`config.mk`:
```
export PLATFORM = sky130hd
export DESIGN_NAME = pong_match_ctrl
export DESIGN_NICKNAME = d
export VERILOG_FILES = /design/src/rtl/pong_match_ctrl.sv
export SDC_FILE = /design/constraint.sdc
export NUM_CORES = 1
export LEC_CHECK = 0
export CORE_UTILIZATION = 49
export CTS_CLUSTER_SIZE = 40
export DETAILED_ROUTE_END_ITERATION = 16
export PLACE_DENSITY = 0.78
export SYNTH_ARGS = -nofsm -noshare
export SYNTH_HDL_FRONTEND = slang
export SYNTH_SLANG_ARGS = --single-unit
```
`constraint.sdc`:
```
create_clock -name clk -period 2.2 [get_ports clk]
set_input_delay 0.55 -clock clk [delete_from_list [all_inputs] [get_ports clk]]
set_output_delay 0.55 -clock clk [all_outputs]
set_load 0.02 [all_outputs]
```
`src/rtl/pong_match_ctrl.sv`:
```
// pong_match_ctrl
//   Game-flow controller for the Pong datapath. Sequences a match through
//   IDLE -> SERVE -> PLAY -> SCORED -> (SERVE | GAMEOVER), detects goals from
//   the ball X position once per video frame, keeps both scores and declares
//   the winner.
//
// Ports
//   clk          system clock (only clock)
//   rst          asynchronous active-high reset
//   frame_tick   one-cycle pulse per video frame
//   start        start/restart key level (already synchronous to clk)
//   ballX        current ball X position
//   ball_run     high while the ball may move
//   ball_reload  one-cycle pulse: recentre the ball
//   serve_dir    0 = serve toward player 1 (left), 1 = toward player 2 (right)
//   score1/2     player scores
//   game_over    match finished
//   winner       0 = player 1, 1 = player 2 (valid while game_over)
//   state        current FSM state code
module pong_match_ctrl #(
   parameter int SCORE_W      = 4,
   parameter int WIN_SCORE    = 7,
   parameter int SERVE_FRAMES = 60,
   parameter int LEFT_GOAL    = 8,
   parameter int RIGHT_GOAL   = 624
) (
   input  logic               clk,
   input  logic               rst,
   input  logic               frame_tick,
   input  logic               start,
   input  logic [9:0]         ballX,
   output logic               ball_run,
   output logic               ball_reload,
   output logic               serve_dir,
   output logic [SCORE_W-1:0] score1,
   output logic [SCORE_W-1:0] score2,
   output logic               game_over,
   output logic               winner,
   output logic [2:0]         state
);

   typedef enum logic [2:0] {
      IDLE     = 3'd0,
      SERVE    = 3'd1,
      PLAY     = 3'd2,
      SCORED   = 3'd3,
      GAMEOVER = 3'd4
   } state_t;

   // Counter holds 0 .. SERVE_FRAMES-1; the last tick is recognised by value.
   localparam int CNT_W = (SERVE_FRAMES > 1) ? $clog2(SERVE_FRAMES) : 1;
   localparam logic [CNT_W-1:0]   CNT_LAST = CNT_W'(SERVE_FRAMES - 1);
   localparam logic [SCORE_W-1:0] WIN_VAL  = SCORE_W'(WIN_SCORE);
   localparam logic [9:0]         LEFT_X   = 10'(LEFT_GOAL);
   localparam logic [9:0]         RIGHT_X  = 10'(RIGHT_GOAL);

   state_t             state_q;
   logic [CNT_W-1:0]   cnt_q;
   logic [SCORE_W-1:0] score1_q, score2_q;
   logic               scorer_q;   // 0 = player 1 scored, 1 = player 2 scored
   logic               run_q, reload_q, dir_q, over_q, winner_q, start_q;

   logic               start_edge;
   logic [SCORE_W-1:0] score1_d, score2_d;

   assign start_edge = start & ~start_q;

   // Saturating increments; only the scorer's value is committed in SCORED.
   assign score1_d = (score1_q >= WIN_VAL) ? WIN_VAL : score1_q + 1'b1;
   assign score2_d = (score2_q >= WIN_VAL) ? WIN_VAL : score2_q + 1'b1;

   always_ff @(posedge clk or posedge rst) begin
      if (rst) begin
         state_q  <= IDLE;
         cnt_q    <= '0;
         score1_q <= '0;
         score2_q <= '0;
         scorer_q <= 1'b0;
         run_q    <= 1'b0;
         reload_q <= 1'b0;
         dir_q    <= 1'b0;
         over_q   <= 1'b0;
         winner_q <= 1'b0;
         start_q  <= 1'b0;
      end else begin
         start_q  <= start;
         reload_q <= 1'b0;   // pulse unless a SERVE entry below re-asserts it
         case (state_q)
            IDLE: begin
               run_q <= 1'b0;
               if (start_edge) begin
                  score1_q <= '0;
                  score2_q <= '0;
                  dir_q    <= 1'b0;
                  reload_q <= 1'b1;
                  cnt_q    <= '0;
                  state_q  <= SERVE;
               end
            end
            SERVE: begin
               run_q <= 1'b0;
               if (frame_tick) begin
                  if (cnt_q == CNT_LAST) begin
                     run_q   <= 1'b1;
                     state_q <= PLAY;
                  end else begin
                     cnt_q <= cnt_q + 1'b1;
                  end
               end
            end
            PLAY: begin
               run_q <= 1'b1;
               if (frame_tick) begin
                  // Left miss has priority over right miss.
                  if (ballX <= LEFT_X) begin
                     scorer_q <= 1'b1;
                     run_q    <= 1'b0;
                     state_q  <= SCORED;
                  end else if (ballX >= RIGHT_X) begin
                     scorer_q <= 1'b0;
                     run_q    <= 1'b0;
                     state_q  <= SCORED;
                  end
               end
            end
            SCORED: begin
               run_q <= 1'b0;
               if (!scorer_q) score1_q <= score1_d;
               else           score2_q <= score2_d;
               if ((!scorer_q && score1_d == WIN_VAL) || (scorer_q && score2_d == WIN_VAL)) begin
                  over_q   <= 1'b1;
                  winner_q <= scorer_q;
                  state_q  <= GAMEOVER;
               end else begin
                  // Serve toward the player who conceded.
                  dir_q    <= ~scorer_q;
                  reload_q <= 1'b1;
                  cnt_q    <= '0;
                  state_q  <= SERVE;
               end
            end
            GAMEOVER: begin
               run_q  <= 1'b0;
               over_q <= 1'b1;
               if (start_edge) begin
                  score1_q <= '0;
                  score2_q <= '0;
                  over_q   <= 1'b0;
                  winner_q <= 1'b0;
                  dir_q    <= 1'b0;
                  reload_q <= 1'b1;
                  cnt_q    <= '0;
                  state_q  <= SERVE;
               end
            end
            default: begin
               // Unused codes recover to IDLE.
               run_q   <= 1'b0;
               state_q <= IDLE;
            end
         endcase
      end
   end

   assign ball_run    = run_q;
   assign ball_reload = reload_q;
   assign serve_dir   = dir_q;
   assign score1      = score1_q;
   assign score2      = score2_q;
   assign game_over   = over_q;
   assign winner      = winner_q;
   assign state       = state_q;

endmodule

```
==> flow_summary_export.csv, run 1 <==
group,metric,value,unit
run_status,run_status,"completed",
finish,area_delta_synth_final,33.72,%
place,dp_hpwl,2257,um
cts,cts_sinks,24,
critical_path,worst_ep_arrival_time,2.36,ns
grt,grt_pass1_vias,1109,
synthesis,syn_area,1306,um2
synthesis,yosysTopAreaCell,"dfrtp_1",
synthesis,synthCells,133,
grt,antenna_found_initial,0,
detailed_routing,drc,0,
grt,grtUsageTotal,22.27,%
place,gp_congestion,0.7986,
critical_path,r2r_cells,6,
critical_path,cp-end-kind,"flip-flop",
cts,cts_root_buffer,"clkbuf_4",
place,dpl_worst_slack,0.05049,ns
detailed_routing,num_vias,1220,
sta,grt_setup_unrepaired,"false",
synthesis,yosys_warnings,0,
detailed_routing,firstDrtPassIters,4,
place,port_buffers,29,
cts,clock_latency,0.32,ns
die,initial_utilization,52.25,%
cts,cts_tree,"built",
cts,h-tree-depth,1,
die,die_x,53.63,um
sta,min_period_over_period,97.39,%
pwr,p_leak,0.0007144,uW
synthesis,synth_seq_cells,24,
finish,final_core_util,69.87,%
critical_path,start_kind,"flip-flop",
synthesis,ys_types,43,
synthesis,synth_fp_nets,150,
finish,drive_gt1_share,15.70,%
pwr,irDropWorstVdd,734.0,uV
critical_path,r2r_slack,0.06,ns
detailed_routing,wirelength,3020,um
sta,drv_slew,0,
die,pin_count,30,
die,fp.dieArea,2876,um2
synthesis,yosysSeqAreaShare,45.98,%
hold_path,min_from,"game_over",
detailed_routing,via_per_inst,6.040,
critical_path,reg2reg_from,"score1[1]",
grt,grt_first_pass_wirelength,4567,um
finish,stdcell_count,202,
synthesis,synth_edf_count,0,
flow_run,drv_cap,0,
hold_path,hold_class,"flip-flop to flip-flop",
sta,hold_ws,0.5326,ns
cts,clkTransAtPathRegs,0.13,ns
sta,fin_tns_setup,0,ns
cts,cts.path.max_buffers,2,
critical_path,cp.required,2.42,ns
sta,fin_ws,0.05745,ns
place,placed_cells,196,
sta,hold_viol,0,
synthesis,async_flop_share,100.0,%
critical_path,regToRegEndpoint,"cnt_q[3]",
finish,n_antenna_cell,0,
sta,relSlewSlack,56.86,%
detailed_routing,ant_nets,0,
cts,cts_buffers,3,
die,rows,18,
hold_path,hold_end,"game_over",
critical_path,crit_type,"flip-flop to flip-flop",
hold_path,holdPathStages,1,
synthesis,synth_ff_type,"dfrtp_1",
grt,grt-ovfl-total,0,
sta,period_needed,2.143,ns
synthesis,syn_area_per_cell,9.821,um2
sta,setup_viol,0,
sta,tightest_slew,0.6403,ns
detailed_routing,dr.first_iter.drc_count,25,
grt,grt_max_degree,25,
die,die_y,53.63,um
synthesis,yosys-top-cells-area,"dfrtp_1, nand2_1, o21ai_0",
die,core_area,2500,um2
sta,finalClockSkew,0.002469,ns
synthesis,synth_top_area_share,45.98,%
detailed_routing,wire_per_inst,14.95,um
finish,nets,190,
sta,fmax,466.7,MHz
critical_path,cp_max_fo,5,
pwr,power_density,1112,nW/um2
metrics by stage:
step                total power [uW]  area (um2)
finish                          1942        1747
global route                    2062        1747
CTS                             1873        1703
detailed placement              1642        1667
global placement                1594        1667
floorplan                       1295        1306
worst max path at each step:
stage | from | depth (start not counted) | end | slack (ns)
after floorplan | score1[0] | 6 | cnt_q[3] | 0.13
after global placement | score1[0] | 6 | game_over | 0.12
after detailed placement | score1[0] | 6 | cnt_q[3] | 0.05
after CTS | score1[0] | 6 | cnt_q[3] | 0.03
after global routing | score1[1] | 6 | cnt_q[3] | 0.01
final | score1[1] | 6 | cnt_q[3] | 0.06
Yosys cell counts, types with 2 or more instances:
| library cell | instances |
|---|---|
| nor4b_1 | 3 |
| o21ai_2 | 2 |
| o31a_1 | 2 |
| inv_1 | 5 |
| a21oi_1 | 7 |
| mux2_2 | 2 |
| and2_1 | 2 |
| nor2b_1 | 2 |
| a31oi_1 | 4 |
| o21ai_0 | 8 |
| and3_1 | 2 |
| dfrtp_1 | 24 |
| nand3_1 | 5 |
| nor2_1 | 8 |
| o21a_1 | 2 |
| nor3_1 | 3 |
| ha_1 | 3 |
| a211o_1 | 2 |
| nand2_1 | 19 |
| nor4_1 | 3 |
| a32o_1 | 2 |
| nand3b_1 | 2 |
cells in the final DEF (no fill, tap or decap), drive strengths merged, types with 2 or more instances in the layout:
cell type,count
nor4,3
a32o,2
nor2,9
nand3b,2
ha,3
o21ai,10
nor4b,3
nor3,3
o31a,2
buf,7
inv,5
dfrtp,24
mux2,2
a211o,2
clkdlybuf4s50,29
a31oi,4
nor2b,2
o211ai,2
and2,2
nand3,5
and3,2
a21oi,7
o21a,2
clkbuf,4
a21o,2
nand2,20
worst max-delay path, stage by stage, from the launching register on:
cell	delay, ns
dfrtp_1	0.47
ha_4	0.24
nor2b_1	0.13
maj3_2	0.33
o32ai_4	0.42
o21ai_4	0.11
a211o_1	0.32
flip-flops by register name, summed over array words and instances, names as in the netlist:
register and flops:
serve_dir 1, score1 4, score2 4, game_over 1, ball_reload 1, ball_run 1
scorer_q 1, winner 1, cnt_q 6, start_q 1, state 3
layout make-up:
| cell class | instances | area (um2) |
|---|---|---|
| multi-input combinational | 103 | 709.4 |
| tap | 30 | 37.54 |
| timing repair buffer | 36 | 342.8 |
| fill | 187 | 753.2 |
| inverter | 5 | 18.77 |
| clock buffer | 4 | 36.28 |
| sequential | 24 | 601.8 |
cells by family (layout without fill, tap and decap cells):
family                     count (synthesis)  after routing  share of synthesized area, %
AOI/OAI and AO/OA                         40             40                         23.85
adders and majority gates                  4              4                         3.736
buffers and inverters                      6             45                         1.820
DFF                                       24             24                         45.98
muxes                                      3              3                         2.490
and+or+nand+nor                           56             56                         22.13
timing repair:
action,4_1_cts,5_1_grt
gates resized for setup,0,5
hold buffers,0,0
buffers inserted,0,2
endpoints found under the setup margin,0,3
where the power goes:
part           internal [uW]  switching, uW  total [uW]  leakage, uW
combinational            490            473         963     0.000389
sequential               575            167         743     0.000305
clock                    101            135         236    0.0000210
layer usage:
layer	global-route usage (%)	routed length, um	vias up
li1	-	-	575
met1	24.96	1244	588
met2	39.38	1559	49
met3	3.107	138	8
met4	14.04	77	0
met5	0	0	-
(Power assumes the default switching activity.)
==> run 2, diff against run 1 <==
ABC_AREA = 0   (was default)
==> results of run 2 <==
No change in the layout: final DEF, timing and power equal those of run 1.
